$ cat config.mk
export PLATFORM = sky130hd
export DESIGN_NAME = pc_redirect_unit_flat
export DESIGN_NICKNAME = d
export VERILOG_FILES = /design/src/rtl/pc_redirect_unit_if.sv /design/src/rtl/pc_redirect_unit.sv /design/src/flat_wrapper.sv
export SDC_FILE = /design/constraint.sdc
export NUM_CORES = 1
export LEC_CHECK = 0
export ABC_AREA = 0
export CAP_MARGIN = 20
export CORE_MARGIN = 1
export CORE_UTILIZATION = 43
export CTS_BUF_LIST = sky130_fd_sc_hd__clkbuf_4 sky130_fd_sc_hd__clkbuf_8
export CTS_CLUSTER_DIAMETER = 30
export CTS_CLUSTER_SIZE = 40
export DETAILED_ROUTE_END_ITERATION = 16
export GPL_TIMING_DRIVEN = 0
export HOLD_SLACK_MARGIN = 0.06
export PLACE_DENSITY = 0.76
export REMOVE_ABC_BUFFERS = 1
export SETUP_SLACK_MARGIN = 0.02
export SLEW_MARGIN = 0
export SYNTH_ARGS = -nofsm -noshare
export SYNTH_HDL_FRONTEND = slang
export SYNTH_SLANG_ARGS = --single-unit
$ cat constraint.sdc
create_clock -name clk -period 7.2 [get_ports clk]
set_input_delay 1.44 -clock clk [delete_from_list [all_inputs] [get_ports clk]]
set_output_delay 1.44 -clock clk [all_outputs]
set_load 0.03 [all_outputs]
$ cat src/rtl/pc_redirect_unit_if.sv
// Control and address bundle between the ID/EX stages and the fetch redirect unit.
// Latency: none (wires only).
// Backpressure: stall travels in on this bundle; the unit has no ready/credit return path.
//
// Ports (grouped):
//   requests  : stall, jal, jalr, B_JUMP, offset, imm_ID, pc_ID, pc_EX
//   fetch     : pc_IF, if_valid
//   squash    : flush_IF_ID, flush_ID_EX
//   exception : misalign_exc, exc_pc
//   perf      : redirect_cnt
interface pc_redirect_unit_if #(
  parameter int CNT_W = 16
);
  // Requests from the decode/execute stages
  logic             stall;
  logic             jal;
  logic             jalr;
  logic             B_JUMP;
  logic [31:0]      offset;
  logic [31:0]      imm_ID;
  logic [31:0]      pc_ID;
  logic [31:0]      pc_EX;

  // Results toward fetch, pipeline registers and trap logic
  logic [31:0]      pc_IF;
  logic             if_valid;
  logic             flush_IF_ID;
  logic             flush_ID_EX;
  logic             misalign_exc;
  logic [31:0]      exc_pc;
  logic [CNT_W-1:0] redirect_cnt;

  // Pipeline side: drives requests, observes results
  modport master (
    output stall, jal, jalr, B_JUMP, offset, imm_ID, pc_ID, pc_EX,
    input  pc_IF, if_valid, flush_IF_ID, flush_ID_EX, misalign_exc, exc_pc, redirect_cnt
  );

  // Redirect unit side
  modport slave (
    input  stall, jal, jalr, B_JUMP, offset, imm_ID, pc_ID, pc_EX,
    output pc_IF, if_valid, flush_IF_ID, flush_ID_EX, misalign_exc, exc_pc, redirect_cnt
  );
endinterface

$ cat src/rtl/pc_redirect_unit.sv
// Fetch PC owner: picks branch/jal/jalr targets, traps misaligned ones, issues flushes and fetch bubbles.
// Latency: decision in cycle N -> pc_IF updated in N+1; if_valid low in N+1, high again in N+2.
// Backpressure: stall holds pc_IF and defers ID jumps; an EX branch overrides stall.
//
// Ports:
//   clk    : single clock, rising edge
//   rst_n  : asynchronous active-low reset
//   bus    : pc_redirect_unit_if.slave (requests in; pc_IF, if_valid, flushes, exception, counter out)
module pc_redirect_unit #(
  parameter logic [31:0] RESET_PC = 32'h0000_0000,
  parameter logic [31:0] TRAP_VEC = 32'h0000_0100,
  parameter int          CNT_W    = 16
) (
  input  logic                 clk,
  input  logic                 rst_n,
  pc_redirect_unit_if.slave    bus
);

  typedef enum logic [1:0] {
    BOOT   = 2'd0,
    RUN    = 2'd1,
    BUBBLE = 2'd2
  } state_t;

  // ------------------------------------------------------------------
  // State
  // ------------------------------------------------------------------
  logic [31:0]      pc_q;
  logic [31:0]      pc_d;
  state_t           state_q;
  state_t           state_d;
  logic             exc_q;
  logic [31:0]      exc_pc_q;
  logic [CNT_W-1:0] cnt_q;

  // ------------------------------------------------------------------
  // Decision
  // ------------------------------------------------------------------
  logic        br;
  logic        jp;
  logic        redirect;
  logic [31:0] base;
  logic [31:0] sum;
  logic [31:0] target;
  logic        misalign;

  // An EX branch means the ID instruction is on the wrong path, so its
  // jump is dropped. A stalled ID jump simply waits and re-evaluates.
  assign br       = bus.B_JUMP;
  assign jp       = (bus.jal | bus.jalr) & ~bus.stall & ~bus.B_JUMP;
  assign redirect = br | jp;

  // Single adder: only the base is muxed, since offset is already
  // pre-selected upstream to match the redirect source.
  always_comb begin
    base = bus.imm_ID;
    if (br) begin
      base = bus.pc_EX;
    end else if (bus.jal) begin
      base = bus.pc_ID;
    end
  end

  assign sum = base + bus.offset;

  // jalr clears bit 0 of its computed address; bit 1 can still fault.
  assign target   = (!br && !bus.jal) ? (sum & 32'hFFFF_FFFE) : sum;
  assign misalign = redirect & (target[1:0] != 2'b00);

  // ------------------------------------------------------------------
  // Fetch PC
  // ------------------------------------------------------------------
  always_comb begin
    pc_d = pc_q + 32'd4;            // wraps silently at the top of memory
    if (misalign) begin
      pc_d = TRAP_VEC;
    end else if (redirect) begin
      pc_d = target;
    end else if (bus.stall) begin
      pc_d = pc_q;
    end
  end

  always_ff @(posedge clk or negedge rst_n) begin
    if (!rst_n) begin
      pc_q <= RESET_PC;
    end else begin
      pc_q <= pc_d;
    end
  end

  // ------------------------------------------------------------------
  // Fetch-valid FSM
  // ------------------------------------------------------------------
  // BOOT covers the first synchronous imem read, which has no valid
  // address behind it yet. BUBBLE covers the one wrong-path word already
  // in flight when pc_IF is redirected; a redirect while in BUBBLE
  // starts a fresh bubble for the new wrong-path word.
  always_ff @(posedge clk or negedge rst_n) begin
    if (!rst_n) begin
      state_q <= BOOT;
    end else begin
      state_q <= state_d;
    end
  end

  always_comb begin
    state_d      = state_q;
    bus.if_valid = 1'b0;
    case (state_q)
      BOOT: begin
        state_d = RUN;
      end
      RUN: begin
        bus.if_valid = ~bus.stall;
        if (redirect) begin
          state_d = BUBBLE;
        end
      end
      BUBBLE: begin
        // stall does not stretch the bubble: the wrong-path word is
        // exactly one cycle long regardless.
        state_d = redirect ? BUBBLE : RUN;
      end
      default: begin
        state_d = BOOT;
      end
    endcase
  end

  // ------------------------------------------------------------------
  // Flushes
  // ------------------------------------------------------------------
  // A jal/jalr in ID is itself a valid instruction and must continue
  // into EX; only an EX branch squashes ID/EX. Gated by rst_n so no
  // squash escapes while the pipeline is held in reset.
  assign bus.flush_IF_ID = redirect & rst_n;
  assign bus.flush_ID_EX = br & rst_n;

  // ------------------------------------------------------------------
  // Misaligned-target exception
  // ------------------------------------------------------------------
  always_ff @(posedge clk or negedge rst_n) begin
    if (!rst_n) begin
      exc_q    <= 1'b0;
      exc_pc_q <= 32'h0000_0000;
    end else begin
      exc_q <= misalign;
      if (misalign) begin
        exc_pc_q <= br ? bus.pc_EX : bus.pc_ID;
      end
    end
  end

  // ------------------------------------------------------------------
  // Redirect performance counter (saturating)
  // ------------------------------------------------------------------
  always_ff @(posedge clk or negedge rst_n) begin
    if (!rst_n) begin
      cnt_q <= '0;
    end else if (redirect && (cnt_q != {CNT_W{1'b1}})) begin
      cnt_q <= cnt_q + 1'b1;
    end
  end

  // ------------------------------------------------------------------
  // Outputs
  // ------------------------------------------------------------------
  assign bus.pc_IF        = pc_q;
  assign bus.misalign_exc = exc_q;
  assign bus.exc_pc       = exc_pc_q;
  assign bus.redirect_cnt = cnt_q;

  // ------------------------------------------------------------------
  // Invariants
  // ------------------------------------------------------------------
  a_flush_nesting : assert property (@(posedge clk) disable iff (!rst_n)
    bus.flush_ID_EX |-> bus.flush_IF_ID);

  a_bubble_invalid : assert property (@(posedge clk) disable iff (!rst_n)
    (state_q == BUBBLE) |-> !bus.if_valid);

  a_misalign_traps : assert property (@(posedge clk) disable iff (!rst_n)
    misalign |=> (pc_q == TRAP_VEC) && exc_q);

endmodule

$ cat src/flat_wrapper.sv
// flat-port wrapper written by rule: the top's interface ports become plain ports
module pc_redirect_unit_flat 
#(
  parameter logic [31:0] RESET_PC = 32'h0000_0000,
  parameter logic [31:0] TRAP_VEC = 32'h0000_0100,
  parameter int          CNT_W    = 16
)
  (clk, rst_n, bus_stall, bus_jal, bus_jalr, bus_B_JUMP, bus_offset, bus_imm_ID, bus_pc_ID, bus_pc_EX, bus_pc_IF, bus_if_valid, bus_flush_IF_ID, bus_flush_ID_EX, bus_misalign_exc, bus_exc_pc, bus_redirect_cnt);
  pc_redirect_unit_if #(.CNT_W(CNT_W)) bus_i ();
  input  logic clk;
  input  logic rst_n;
  input wire logic [$bits(bus_i.stall)-1:0] bus_stall;
  input wire logic [$bits(bus_i.jal)-1:0] bus_jal;
  input wire logic [$bits(bus_i.jalr)-1:0] bus_jalr;
  input wire logic [$bits(bus_i.B_JUMP)-1:0] bus_B_JUMP;
  input wire logic [$bits(bus_i.offset)-1:0] bus_offset;
  input wire logic [$bits(bus_i.imm_ID)-1:0] bus_imm_ID;
  input wire logic [$bits(bus_i.pc_ID)-1:0] bus_pc_ID;
  input wire logic [$bits(bus_i.pc_EX)-1:0] bus_pc_EX;
  output wire logic [$bits(bus_i.pc_IF)-1:0] bus_pc_IF;
  output wire logic [$bits(bus_i.if_valid)-1:0] bus_if_valid;
  output wire logic [$bits(bus_i.flush_IF_ID)-1:0] bus_flush_IF_ID;
  output wire logic [$bits(bus_i.flush_ID_EX)-1:0] bus_flush_ID_EX;
  output wire logic [$bits(bus_i.misalign_exc)-1:0] bus_misalign_exc;
  output wire logic [$bits(bus_i.exc_pc)-1:0] bus_exc_pc;
  output wire logic [$bits(bus_i.redirect_cnt)-1:0] bus_redirect_cnt;
  assign bus_i.stall = bus_stall;
  assign bus_i.jal = bus_jal;
  assign bus_i.jalr = bus_jalr;
  assign bus_i.B_JUMP = bus_B_JUMP;
  assign bus_i.offset = bus_offset;
  assign bus_i.imm_ID = bus_imm_ID;
  assign bus_i.pc_ID = bus_pc_ID;
  assign bus_i.pc_EX = bus_pc_EX;
  assign bus_pc_IF = bus_i.pc_IF;
  assign bus_if_valid = bus_i.if_valid;
  assign bus_flush_IF_ID = bus_i.flush_IF_ID;
  assign bus_flush_ID_EX = bus_i.flush_ID_EX;
  assign bus_misalign_exc = bus_i.misalign_exc;
  assign bus_exc_pc = bus_i.exc_pc;
  assign bus_redirect_cnt = bus_i.redirect_cnt;
  pc_redirect_unit #(.RESET_PC(RESET_PC), .TRAP_VEC(TRAP_VEC), .CNT_W(CNT_W)) u_core (.clk(clk), .rst_n(rst_n), .bus(bus_i));
endmodule
==> impl_metrics.csv, run 1 <==
group,metric,value,unit
die,die_h,125.8,um
clock_tree,post_cts_buffers,0,
clock_tree,insertion_delay,0.38,ns
route,first_pass_iters,7,
power,ir_drop,0.0001063,V
synthesis,synthSimpleGateAreaFrac,23.75,%
route,drt-initial-drc-count,464,
critical_path,r2r_cells,7,
critical_path,reg2reg_slack,4.89,ns
synthesis,yosysTopAreaCellShare,31.51,%
clock_tree,clk_pin_slew,0.09,ns
job,drv_cap,0,
synthesis,ys_ff_latch,83,
critical_path,cp-startpoint,"bus_jalr",
synthesis,synth-seq-area-share,31.51,%
clock_tree,cts_hold_buf,0,
sta,min_period_over_period,73.39,%
final_layout,layout.area.seq,2077,sq um
final_layout,syn2layout_area_growth,38.14,%
synthesis,synth_area,6591,sq um
critical_path,r2r-start,"u_core.bus.pc_IF[2]",
global_routing,grt_pass1_vias,6480,
sta,rsz0062_at_grt,"false",
power,switching_share,42.58,%
clock_tree,clkSinkCount,83,
sta,tightest_slew,0.8752,ns
sta,fin_worst_skew,0.006465,ns
placement,dpl.cell_count,1193,
die,start_util,44.67,%
clock_tree,root_buffer,"clkbuf_8",
synthesis,synth_top_family_by_area,"simple AND/OR/NAND/NOR gates",
clock_tree,cts_tree,"built",
synthesis,syn-instance-count,838,
power,clkPwrFrac,17.1,%
synthesis,synth_largest_area_cell,"dfrtp_1",
clock_tree,cts_buffer_depth,2,
synthesis,synth_xor_area_share,5.315,%
route,wire_per_inst,16.11,um
global_routing,grt_start_max_net_pins,74,
global_routing,track_usage,25.33,%
clock_tree,numCtsBuffers,9,
critical_path,worst_ep_required_time,5.76,ns
sta,hold_viol,0,
route,ant_nets,0,
synthesis,ys_warn_count,0,
synthesis,synthMuxAreaShare,5.505,%
global_routing,grt_remaining_overflow,0,
die,core-area,14750,sq um
critical_path,cp.arrival,3.84,ns
clock_tree,ctsResizeCount,0,
placement,gp_congestion,0.8723,
power,power_density,228.7,nW/um^2
sta,hold_slack,0.4939,ns
power,power.total,2.082,mW
power,internal_power,1.196,mW
power,combPwrFrac,49.7,%
critical_path,cp_max_fo,47,
route,dr_total_vias,6791,
synthesis,synth_adder_area_share,6.568,%
final_layout,multi_input_area,4259,sq um
power,p_leak,3.671,nW
global_routing,grt_pass1_wl,32.44,mm
sta,period_needed,5.284,ns
route,drc,0,
power,p_switching,0.8866,mW
hold_path,hold_path_class,"reg2reg",
synthesis,synth-main-ff-cell,"dfrtp_1",
synthesis,yosysMostFrequentCell,"nand2_1",
hold_path,min_from,"u_core.bus.pc_IF[1]",
final_layout,layout-drive-gt1-share,3.906,%
critical_path,end_kind,"output pin",
global_routing,antenna_found_initial,0,
synthesis,netlist_top_cells_count,"nand2_1, nor2_1, dfrtp_1, a21oi_1, o21ai_0",
sta,slew_headroom,41.65,%
route,wirelength,19.46,mm
synthesis,synthArstFlopShare,100.0,%
placement,port_buffers,217,
sta,slew_violations,0,
sta,setup_viol,0,
sta,max_clock_freq,189.2,MHz
synthesis,ys_types,58,
die,dieArea,15830,sq um
final_layout,fillers,1330,
critical_path,startpoint_type,"input port",
final_layout,antenna_cells,0,
die,pin_count,218,
critical_path,cp-endpoint,"bus_flush_IF_ID",
route,via_per_inst,5.622,
final_layout,final_cell_count_no_fill,1208,
synthesis,synth_area_leaders,"dfrtp_1, ha_1, a21oi_1, nand2_1, o21ai_0",
synthesis,synth_compound_area_share,23.41,%
die,die_w,125.8,um
clock_tree,htree_levels,3,
power,p_seq_share,33.2,%
critical_path,critPathKind,"in2out",
die,rows,44,
synthesis,postSynthAreaPerCell,7.866,sq um
synthesis,synth_edf_count,0,
outcome,status,"completed",
final_layout,layout.nets,1188,
critical_path,crit-reg2reg-capture,"u_core.bus.pc_IF[19]",
placement,hpwl,15.05,mm
==> power by group through the flow <==
stage,combinational (mW),sequential [mW],clock (mW)
final,1.03,0.692,0.356
after global routing,1.12,0.711,0.378
after CTS,1.04,0.691,0.359
after detailed placement,1.03,0.699,0
after global placement,1.02,0.698,0
after floorplan,0.386,0.895,0
==> area by class of cell <==
cell class,instances,area share [%]
clock buffers,10,1.512
clock inverters,5,0.5909
inverters,14,0.5772
multi-input cells,688,46.78
flip-flops and latches,83,22.81
well taps,184,2.529
repair buffers,224,25.20
==> cell usage in the layout (no fill, tap or decap), types with 3 or more instances in the layout <==
master	count
a211oi_1	4
a21o_1	5
a21oi_1	71
a221oi_1	5
a31oi_1	45
a41oi_1	3
and2_1	7
and3_1	7
buf_12	3
buf_2	3
clkbuf_8	10
clkdlybuf4s50_1	214
clkinv_2	3
dfrtp_1	83
ha_1	33
inv_1	13
mux2i_1	34
nand2_1	94
nand2b_1	35
nand3_1	23
nand4_1	21
nor2_1	86
nor2b_1	4
nor3_1	15
nor3b_1	3
nor4_1	6
o211ai_1	9
o21a_1	6
o21ai_0	70
o21ai_1	5
o21bai_1	7
o221ai_1	7
o22ai_1	8
or3_1	4
xnor2_1	27
xor2_1	13
==> logic make-up (layout without fill, tap and decap cells) <==
| logic type | after synthesis | in the layout |
|---|---|---|
| multiplexers | 36 | 36 |
| flip-flops | 83 | 83 |
| buffers and inverters | 67 | 253 |
| AND/OR/NAND/NOR | 321 | 321 |
| AO/OA/AOI/OAI | 257 | 257 |
| adder cells (fa/ha/maj) | 34 | 34 |
| XOR/XNOR | 40 | 40 |
==> how the worst min path moves through the flow <==
| stage | endpoint | slack, ns | depth (start not counted) |
|---|---|---|---|
| 2_1_floorplan | u_core.state_q[0] | 0.50 | 1 |
| 5_1_grt | u_core.bus.pc_IF[1] | 0.50 | 1 |
| 4_1_cts | u_core.bus.redirect_cnt[10] | 0.49 | 1 |
| 3_5_place_dp | u_core.bus.pc_IF[1] | 0.47 | 1 |
| 6_report | u_core.bus.pc_IF[1] | 0.49 | 1 |
| 3_3_place_gp | u_core.bus.pc_IF[0] | 0.47 | 1 |
==> metal layers <==
metal / global-route usage, % / share of wire (%) / vias up
met4: 7.938 / 1.7 / 0
met3: 4.800 / 6.4 / 18
met1: 33.59 / 46 / 3163
met5: 0 / 0 / -
met2: 41.80 / 46 / 202
li1: - / - / 3408
==> worst max-delay path, cell delays in order <==
cell and delay, ns:
clkdlybuf4s50_1 0.53, nor2_1 0.07, nor2_1 0.18, or2_2 0.72, and2_1 0.23, clkdlybuf4s50_1 0.67
==> stage by stage <==
step	worst slack, ns	cell area, sq um	util, %	TNS [ns]
after floorplan	2.763	6384	-	0
after global placement	-0.9528	8786	59.55	-32.87
after detailed placement	1.929	8914	60.41	0
after CTS	1.917	9105	61.71	0
after global routing	1.730	9105	61.71	0
final	1.916	9105	61.71	0
==> registers in the layout, indices dropped and copies added, names as in the netlist <==
name / count
u_core.bus.exc_pc: 32
u_core.bus.misalign_exc: 1
u_core.bus.pc_IF: 32
u_core.bus.redirect_cnt: 16
u_core.state_q: 2
No activity file was read; power rests on OpenSTA's default activity.
==> run 2: changes to the inputs <==
--- a/config.mk
+++ b/config.mk
@@ -15,7 +15,7 @@
 export DETAILED_ROUTE_END_ITERATION = 16
 export GPL_TIMING_DRIVEN = 0
 export HOLD_SLACK_MARGIN = 0.06
-export PLACE_DENSITY = 0.76
+export PLACE_DENSITY = 0.79
 export REMOVE_ABC_BUFFERS = 1
 export SETUP_SLACK_MARGIN = 0.02
 export SLEW_MARGIN = 0
==> constraint.sdc (replaced) <==
create_clock -name clk -period 4.3 [get_ports clk]
set_input_delay 0.86 -clock clk [delete_from_list [all_inputs] [get_ports clk]]
set_output_delay 0.86 -clock clk [all_outputs]
set_load 0.03 [all_outputs]
==> run 2 against run 1 <==
Effect of this change:
- first-iteration DRC count up 16%
- die area is the same
- utilization increased by 0.25 points
- critical path depth stayed put
- power increased by 71%
- clock power is 87% higher
- wire length is 1.2% higher
- critical path type unchanged
- critical endpoint unchanged
==> impl_metrics.csv, run 2 (synthesized netlist as in run 1, its figures left out) <==
group,metric,value,unit
clock_tree,post_cts_buffers,0,
route,ant_nets,0,
placement,port_buffers,217,
sta,setup_viol,0,
power,clkPwrFrac,18.7,%
sta,period_needed,4.067,ns
die,start_util,44.67,%
die,dieArea,15830,sq um
sta,fin_worst_skew,0.01568,ns
final_layout,multi_input_area,4259,sq um
final_layout,final_common_cell,"clkdlybuf4s50_1",
final_layout,antenna_cells,0,
final_layout,layout.nets,1188,
sta,tightest_slew,0.8711,ns
sta,rsz0062_at_grt,"false",
power,power.total,3.570,mW
placement,gp_congestion,0.8596,
power,switching_share,41.86,%
critical_path,cp-endpoint,"bus_flush_IF_ID",
power,p_leak,3.686,nW
critical_path,worst_ep_required_time,3.44,ns
clock_tree,cts_tree,"built",
critical_path,path_buf_inv,2,
placement,hpwl,15.30,mm
route,wire_per_inst,16.29,um
die,rows,44,
critical_path,r2r-start,"u_core.bus.pc_IF[2]",
final_layout,final_area,9141,sq um
final_layout,layout_common_cells,"clkdlybuf4s50_1, nand2_1, nor2_1",
clock_tree,ctsResizeCount,0,
route,via_per_inst,5.698,
critical_path,cp.depth,6,
critical_path,cp_max_fo,47,
global_routing,grt_pass1_vias,6644,
route,dr_total_vias,6889,
final_layout,syn2layout_area_growth,38.69,%
global_routing,grt_start_max_net_pins,77,
critical_path,crit-reg2reg-capture,"u_core.bus.pc_IF[19]",
critical_path,crit_slowest_cell,"or2_2",
critical_path,reg2reg_slack,1.92,ns
clock_tree,htree_levels,3,
sta,slew_headroom,41.93,%
critical_path,cp-startpoint,"bus_jalr",
critical_path,critPathKind,"in2out",
power,p_seq_share,32.7,%
clock_tree,clk_pin_slew,0.09,ns
die,core-area,14750,sq um
critical_path,end_kind,"output pin",
sta,hold_viol,0,
final_layout,layout-drive-gt1-share,4.000,%
clock_tree,cts_hold_buf,0,
sta,max_clock_freq,245.9,MHz
power,p_switching,1.494,mW
critical_path,critPathTopFamily,"buffers and inverters",
clock_tree,root_buffer,"clkbuf_8",
hold_path,hold_path_class,"in2async",
route,first_pass_iters,5,
global_routing,grt_remaining_overflow,0,
critical_path,startpoint_type,"input port",
final_layout,layout.area.seq,2077,sq um
outcome,status,"completed",
power,internal_power,2.076,mW
clock_tree,insertion_delay,0.38,ns
sta,slew_violations,0,
clock_tree,cts_buffer_depth,2,
critical_path,cp.arrival,3.21,ns
die,die_w,125.8,um
sta,min_period_over_period,94.58,%
critical_path,r2r_cells,7,
die,pin_count,218,
power,ir_drop,0.0002294,V
global_routing,track_usage,25.43,%
clock_tree,numCtsBuffers,9,
final_layout,fillers,1282,
job,drv_cap,0,
route,drc,0,
critical_path,path_cells,"clkdlybuf4s50_1 -> nor2_1 -> nor2_1 -> or2_2 -> and2_1 -> clkdlybuf4s50_1",
route,drt-initial-drc-count,538,
power,combPwrFrac,48.6,%
global_routing,grt_pass1_wl,32.46,mm
route,wirelength,19.69,mm
global_routing,antenna_found_initial,0,
placement,postPlaceCellArea,8914,sq um
critical_path,max_stage_delay,0.71,ns
power,power_density,390.5,nW/um^2
die,die_h,125.8,um
clock_tree,clkSinkCount,83,
## run 2: cell types whose count changed in the layout (fill, tap and decap cells not counted)
cell	before	now
clkinv_2	3	1
clkbuf_4	0	1
bufinv_16	1	2
inv_6	0	2
clkinv_4	1	0
## run 2: worst reg2reg max path: stages (launching register included)
cell	delay, ns
dfrtp_1	0.43
and3_1	0.25
nand4_1	0.42
nor3_1	0.59
nand2_1	0.10
o21ai_0	0.16
a21oi_1	0.09
a221oi_1	0.23
## run 2: power by group through the flow
| stage | logic, mW | clock network (mW) | registers, mW |
|---|---|---|---|
| 2_1_floorplan | 0.647 | 0 | 1.50 |
| 3_3_place_gp | 1.70 | 0 | 1.17 |
| 3_5_place_dp | 1.73 | 0 | 1.18 |
| 4_1_cts | 1.73 | 0.682 | 1.17 |
| 5_1_grt | 1.87 | 0.714 | 1.20 |
| 6_report | 1.74 | 0.666 | 1.17 |
## run 2: stage by stage
stage | util, % | hold WS [ns] | setup TNS [ns] | instances | setup slack (ns)
4_1_cts | 61.96 | 0.4651 | 0 | 1209 | 0.2342
6_report | 61.96 | 0.4620 | 0 | 1209 | 0.2330
3_3_place_gp | 59.55 | 0.4673 | -270.87 | 1186 | -3.207
2_1_floorplan | - | 0.5041 | 0 | 785 | 0.4429
3_5_place_dp | 60.41 | 0.4729 | 0 | 1193 | 0.06468
5_1_grt | 61.96 | 0.4826 | 0 | 1209 | 0.1154
## run 2: area by class of cell
class	instances	share of cell area, %
Timing Repair Buffer	224	25.10
Multi-Input combinational cell	688	46.59
Clock buffer	11	1.588
Clock inverter	5	0.9034
Sequential cell	83	22.72
Tap cell	184	2.518
Inverter	14	0.5749
## run 2: how the worst min path moves through the flow
stage | from | endpoint | depth (start not counted)
detailed placement | u_core.bus.pc_IF[1] | u_core.bus.pc_IF[1] | 1
CTS | rst_n | u_core.state_q[0] | 1
floorplan | u_core.state_q[1] | u_core.state_q[0] | 1
global route | rst_n | u_core.bus.redirect_cnt[7] | 1
finish | rst_n | u_core.bus.redirect_cnt[7] | 1
global placement | u_core.bus.pc_IF[1] | u_core.bus.pc_IF[1] | 1
## run 2: routing by layer
layer | wire, um | vias up | track usage, %
met3 | 1319 | 28 | 6.160
met2 | 9335 | 254 | 42.19
met4 | 375 | 0 | 7.654
met1 | 8661 | 3193 | 32.80
met5 | 0 | - | 0
li1 | - | 3414 | -
